==> src/rtl/pc_fetch.sv <==
// rtl/pc_fetch.sv - program counter and fetch stage with branch squash, stall hold and halt
module pc_fetch #(
    parameter int              PC_W       = 8,
    parameter int              IW         = 9,
    parameter logic [PC_W-1:0] START_ADDR = '0
) (
    input  logic            clk,
    input  logic            rst_n,
    input  logic            start,
    input  logic            stall,
    input  logic            is_branch,
    input  logic            branch_result,
    input  logic [PC_W-1:0] br_target,
    input  logic            halt_req,
    output logic [PC_W-1:0] imem_addr,
    input  logic [IW-1:0]   imem_rdata,
    output logic [IW-1:0]   instr,
    output logic [PC_W-1:0] instr_pc,
    output logic            instr_valid,
    output logic            done,
    output logic [15:0]     instr_count
);

    typedef enum logic [1:0] {IDLE, RUN, HALTED} state_t;

    state_t          state, state_d;
    logic [PC_W-1:0] pc, pc_d;
    logic [PC_W-1:0] f_pc, f_pc_d;
    logic            f_valid, f_valid_d;
    logic [15:0]     count_d;
    logic            retire, halt, taken;

    assign instr       = imem_rdata;
    assign instr_pc    = f_pc;
    assign instr_valid = (state == RUN) && f_valid;
    assign done        = (state == HALTED);
    assign retire      = instr_valid && !stall;
    assign halt        = retire && halt_req;
    assign taken       = retire && is_branch && branch_result;

    // During a stall the fetch address is re-issued so memory data stays aligned with f_pc.
    always_comb begin
        imem_addr = '0;
        case (state)
            RUN:     imem_addr = stall ? f_pc : pc;
            HALTED:  imem_addr = pc;
            default: imem_addr = '0;
        endcase
    end

    always_comb begin
        state_d   = state;
        pc_d      = pc;
        f_pc_d    = f_pc;
        f_valid_d = f_valid;
        count_d   = instr_count;
        case (state)
            IDLE, HALTED: begin
                if (start) begin
                    state_d   = RUN;
                    pc_d      = START_ADDR;
                    f_valid_d = 1'b0;
                    count_d   = '0;
                end
            end
            RUN: begin
                if (!stall) begin
                    if (retire && instr_count != 16'hFFFF)
                        count_d = instr_count + 16'd1;
                    // Halt wins over a simultaneous taken branch and freezes pc.
                    if (halt) begin
                        state_d   = HALTED;
                        f_valid_d = 1'b0;
                    end else if (taken) begin
                        pc_d      = br_target;
                        f_pc_d    = pc;
                        f_valid_d = 1'b0;
                    end else begin
                        pc_d      = pc + PC_W'(1);
                        f_pc_d    = pc;
                        f_valid_d = 1'b1;
                    end
                end
            end
            default: state_d = IDLE;
        endcase
    end

    always_ff @(posedge clk or negedge rst_n) begin
        if (!rst_n) begin
            state       <= IDLE;
            pc          <= '0;
            f_pc        <= '0;
            f_valid     <= 1'b0;
            instr_count <= '0;
        end else begin
            state       <= state_d;
            pc          <= pc_d;
            f_pc        <= f_pc_d;
            f_valid     <= f_valid_d;
            instr_count <= count_d;
        end
    end

endmodule

==> config.mk <==
export PLATFORM = sky130hd
export DESIGN_NAME = pc_fetch
export DESIGN_NICKNAME = d
export VERILOG_FILES = /design/src/rtl/pc_fetch.sv
export SDC_FILE = /design/constraint.sdc
export NUM_CORES = 1
export LEC_CHECK = 0
export BUFFER_PORTS_ARGS = -buffer_cell sky130_fd_sc_hd__buf_4
export CORE_ASPECT_RATIO = 0.9
export CORE_MARGIN = 2
export CORE_UTILIZATION = 35
export CTS_CLUSTER_SIZE = 24
export DETAILED_ROUTE_END_ITERATION = 8
export PLACE_DENSITY = 0.64
export SLEW_MARGIN = 40
export SYNTH_ARGS = -nofsm -noshare
export SYNTH_HDL_FRONTEND = slang
export SYNTH_SLANG_ARGS = --single-unit
==> constraint.sdc <==
create_clock -name clk -period 2.5 [get_ports clk]
set_input_delay 0.125 -clock clk [delete_from_list [all_inputs] [get_ports clk]]
set_output_delay 0.125 -clock clk [all_outputs]
set_load 0.01 [all_outputs]
==> report_table.html <==
<table>
<tr><th>Metric</th><th>Value</th></tr>
<tr><th colspan="2">Worst setup path</th></tr>
<tr><td>Data arrival time of the critical path</td><td>2.47 ns</td></tr>
<tr><td>Worst-path fanout max</td><td>10</td></tr>
<tr><td>Worst r2r src</td><td>state[1]</td></tr>
<tr><td>Crit path buf inv count</td><td>1</td></tr>
<tr><td>Flop2flop setup slack</td><td>0.23 ns</td></tr>
<tr><td>Kind of end point of the critical path</td><td>flip-flop</td></tr>
<tr><td>Critical Path Stages</td><td>6</td></tr>
<tr><td>Type of the worst setup path</td><td>reg -&gt; reg</td></tr>
<tr><td>Startpoint types</td><td>flip-flop</td></tr>
<tr><td>Chain of cells forming the critical path</td><td>inv_1 &gt; ha_1 &gt; nor2b_1 &gt; and2_1 &gt; o21ai_1 &gt; o31ai_1</td></tr>
<tr><td>CP max-delay cell</td><td>sky130_fd_sc_hd__dfrtp_1</td></tr>
<tr><td>Slowest cell delay on critical path</td><td>0.40 ns</td></tr>
<tr><td>Worst flop-to-flop path endpoint</td><td>pc[0]</td></tr>
<tr><td>CP Data Required Time</td><td>2.70 ns</td></tr>
<tr><td>Top delay family on crit path</td><td>simple AND/OR/NAND/NOR gates</td></tr>
<tr><td>Reg2reg path depth</td><td>6</td></tr>
<tr><th colspan="2">Placement</th></tr>
<tr><td>Final HPWL from detailed placement</td><td>4322 um</td></tr>
<tr><td>Routability congestion estimate from global placement</td><td>0.8013</td></tr>
<tr><td>Count of port buffers added during placement</td><td>48</td></tr>
<tr><td>DP Cell Count</td><td>396</td></tr>
<tr><th colspan="2">Power</th></tr>
<tr><td>Maximum resistive drop on vdd</td><td>0.3685 mV</td></tr>
<tr><td>Power density normalized to cell area</td><td>893.1 nW/um^2</td></tr>
<tr><td>Static leakage</td><td>1.228 nW</td></tr>
<tr><td>Total power after layout</td><td>2.532 mW</td></tr>
<tr><th colspan="2">Timing</th></tr>
<tr><td>Number of setup violations in the final report</td><td>0</td></tr>
<tr><td>Period utilization</td><td>0.9060</td></tr>
<tr><td>Hold Vio Cnt, Final</td><td>0</td></tr>
<tr><td>Upper clock frequency limit</td><td>441.5 MHz</td></tr>
<tr><td>RSZ-0062 raised after global routing</td><td>no</td></tr>
<tr><td>Remaining max-slew budget at the tightest pin</td><td>0.5682</td></tr>
<tr><td>Min Tclk post-route</td><td>2.265 ns</td></tr>
<tr><td>Setup Skew</td><td>0.003801 ns</td></tr>
<tr><td>Max Slew Vio Count</td><td>0</td></tr>
<tr><td>Worst slew pin tran</td><td>0.6434 ns</td></tr>
<tr><td>Aggregate negative setup slack</td><td>0 ns</td></tr>
<tr><td>Worst hold-check slack</td><td>0.1321 ns</td></tr>
<tr><th colspan="2">GRT</th></tr>
<tr><td>Pin count of the biggest net entering global routing</td><td>36</td></tr>
<tr><td>GRT Residual Overflow</td><td>0</td></tr>
<tr><td>Wire length of the first global-routing pass</td><td>9818 um</td></tr>
<tr><td>Overall routing resource usage</td><td>0.1643</td></tr>
<tr><td>Number of antenna violations at the first check in global routing</td><td>0</td></tr>
<tr><td>Vias in the first global route</td><td>1,925</td></tr>
<tr><th colspan="2">Worst hold path</th></tr>
<tr><td>Number of instances on the worst hold path</td><td>3</td></tr>
<tr><td>Endpoint with the worst hold slack</td><td>pc[0]</td></tr>
<tr><td>Worst hold path startpoint</td><td>br_target[0]</td></tr>
<tr><td>Tightest Hold Check Type</td><td>in -&gt; reg</td></tr>
<tr><th colspan="2">Final layout</th></tr>
<tr><td>Fraction of layout instances using a drive strength above 1</td><td>0.2159</td></tr>
<tr><td>Number of standard cells in the layout, taps in and fillers out</td><td>405</td></tr>
<tr><td>Relative area change from synthesis to final layout</td><td>21.18%</td></tr>
<tr><td>ANT cells</td><td>0</td></tr>
<tr><td>Final net count</td><td>344</td></tr>
<tr><th colspan="2">Route</th></tr>
<tr><td>Overall routed net length</td><td>6162 um</td></tr>
<tr><td>Detailed-routing iteration count for the pre-antenna-repair pass</td><td>5</td></tr>
<tr><td>Via/cell ratio</td><td>5.454</td></tr>
<tr><td>Average wire per standard cell</td><td>15.21 um</td></tr>
<tr><td>Number of DRC markers in iteration 0</td><td>162</td></tr>
<tr><td>Antenna-violating nets left</td><td>0</td></tr>
<tr><td>Final routed DRC violation total</td><td>0</td></tr>
<tr><td>Routed via count</td><td>2,209</td></tr>
<tr><th colspan="2">Floorplanning</th></tr>
<tr><td>Cell row count</td><td>28</td></tr>
<tr><td>Starting density of the core</td><td>0.3591</td></tr>
<tr><td>Chip Width</td><td>90.19 um</td></tr>
<tr><td>Area of the die</td><td>7356 um^2</td></tr>
<tr><td>Io pins</td><td>67</td></tr>
<tr><td>Vertical extent of the die</td><td>81.57 um</td></tr>
<tr><td>Core region area</td><td>6516 um^2</td></tr>
<tr><th colspan="2">Synthesis</th></tr>
<tr><td>Number of enable-type register cells in the synthesized netlist</td><td>0</td></tr>
<tr><td>Syn avg cell area</td><td>8.477 um^2</td></tr>
<tr><td>Syn_nets</td><td>306</td></tr>
<tr><td>Post-synthesis sequential area ratio</td><td>0.3743</td></tr>
<tr><td>Proportion of synthesized flip-flops having asynchronous set or reset</td><td>1.000</td></tr>
<tr><td>Count of different cell masters after synthesis</td><td>47</td></tr>
<tr><td>Cell area after synthesis</td><td>2340 um^2</td></tr>
<tr><td>Yosys reg bits</td><td>35</td></tr>
<tr><td>Number of instances in the synthesized netlist</td><td>276</td></tr>
<tr><td>Dominant synthesized flop cell</td><td>sky130_fd_sc_hd__dfrtp_1</td></tr>
<tr><td>Total of warnings raised by yosys</td><td>0</td></tr>
<tr><th colspan="2">Clock tree</th></tr>
<tr><td>Worst-Skew Late Latency</td><td>0.29 ns</td></tr>
<tr><td>Post-CTS Setup Repair Bufs</td><td>0</td></tr>
<tr><td>Root buffer cell</td><td>sky130_fd_sc_hd__clkbuf_8</td></tr>
<tr><td>H-Tree Level Count</td><td>2</td></tr>
<tr><td>Number of gates resized after cts</td><td>0</td></tr>
<tr><td>CTS buffer count</td><td>5</td></tr>
<tr><td>Clock transition at path regs</td><td>0.08 ns</td></tr>
<tr><td>Max Buffers Root-to-Sink</td><td>2</td></tr>
<tr><td>CTS tree</td><td>yes</td></tr>
<tr><td>Cts-stage hold buffer count</td><td>1</td></tr>
<tr><td>CTS Sinks</td><td>35</td></tr>
<tr><th colspan="2">Run status</th></tr>
<tr><td>Outcome</td><td>finished, final reports clean</td></tr>
<tr><th colspan="2">Job</th></tr>
<tr><td>Maximum capacitance violations</td><td>0</td></tr>
</table>
registers in the layout, indices dropped and copies added, names as in the netlist:
| register | cells |
|---|---|
| instr_pc | 8 |
| instr_count | 16 |
| pc | 8 |
| f_valid | 1 |
| state | 2 |
how the worst max path moves through the flow:
stage / endpoint / from
2_1_floorplan: instr_count[13] / state[0]
3_3_place_gp: instr_count[4] / state[0]
3_5_place_dp: instr_count[10] / state[0]
4_1_cts: instr_count[4] / state[0]
5_1_grt: pc[0] / state[1]
6_report: pc[0] / state[1]
Yosys cell counts, drive strengths merged, types with 3 or more instances:
cell type | n | area share
a22oi | 7 | 0.022
a311oi | 6 | 0.022
and2 | 4 | 0.011
buf | 16 | 0.043
clkbuf | 9 | 0.014
dfrtp | 35 | 0.37
ha | 6 | 0.032
inv | 13 | 0.021
mux2i | 8 | 0.034
nand2 | 29 | 0.047
nand2b | 7 | 0.019
nand3 | 20 | 0.043
nand3b | 3 | 0.0096
nand4 | 8 | 0.021
nor2 | 7 | 0.011
nor2b | 9 | 0.024
nor3 | 3 | 0.0064
nor4 | 4 | 0.013
o21ai | 36 | 0.077
o22ai | 8 | 0.021
o311ai | 5 | 0.019
or3 | 3 | 0.0080
or4 | 4 | 0.014
cell type report:
cell class	count	area [um^2]
sequential	35	875.8
clock buffer	7	76.32
timing repair buffer	56	435.4
clock inverter	1	5.005
tap	90	112.6
multi-input combinational	203	1281
inverter	13	48.80
fill	696	3681
layer usage:
layer,vias to the layer above,GRT usage,share of wire
li1,1088,-,-
met1,1068,0.2457,0.51
met2,47,0.2391,0.44
met3,6,0.03028,0.044
met4,0,0.05231,0.0075
met5,-,0,0
cell usage in the layout (no fill, tap or decap), types with 4 or more instances in the layout:
cell | synthesis | routed
sky130_fd_sc_hd__buf_4 | 9 | 54
sky130_fd_sc_hd__nor2b_1 | 9 | 9
sky130_fd_sc_hd__nand2b_1 | 7 | 7
sky130_fd_sc_hd__and2_1 | 4 | 4
sky130_fd_sc_hd__o22ai_1 | 8 | 8
sky130_fd_sc_hd__nor2_1 | 7 | 7
sky130_fd_sc_hd__a22oi_1 | 7 | 7
sky130_fd_sc_hd__dfrtp_1 | 35 | 35
sky130_fd_sc_hd__nand2_1 | 29 | 29
sky130_fd_sc_hd__o21ai_0 | 35 | 35
sky130_fd_sc_hd__a311oi_1 | 6 | 6
sky130_fd_sc_hd__clkbuf_8 | 0 | 5
sky130_fd_sc_hd__mux2i_1 | 8 | 8
sky130_fd_sc_hd__ha_1 | 6 | 6
sky130_fd_sc_hd__o311ai_1 | 4 | 4
sky130_fd_sc_hd__inv_1 | 13 | 13
sky130_fd_sc_hd__nand4_1 | 8 | 8
sky130_fd_sc_hd__nand3_1 | 20 | 20
metrics by stage:
stage	instance area, um^2	utilization	worst slack (ns)
3_5_place_dp	2744	0.4211	0.2727
3_3_place_gp	2744	0.4211	0.2549
4_1_cts	2835	0.4351	0.2481
2_1_floorplan	2340	-	0.5008
6_report	2835	0.4351	0.2349
5_1_grt	2835	0.4351	0.03736
power by group:
group          switching (mW)  internal, mW
registers               0.196         0.695
logic                   0.685         0.540
clock network           0.220         0.196
worst register-to-register path: stages, from the launching register on:
cell                      delay (ns)
sky130_fd_sc_hd__dfrtp_1        0.40
sky130_fd_sc_hd__inv_1          0.10
sky130_fd_sc_hd__ha_1           0.35
sky130_fd_sc_hd__nor2b_1        0.33
sky130_fd_sc_hd__and2_1         0.37
sky130_fd_sc_hd__o21ai_1        0.31
sky130_fd_sc_hd__o31ai_1        0.31
kinds of logic after synthesis:
group	synth area share
AOI/OAI and AO/OA	0.2144
adders and majority gates	0.03208
and+or+nand+nor	0.2572
DFF	0.3743
buffers and inverters	0.07807
muxes	0.04385
No activity file was read; power rests on OpenSTA's default activity.
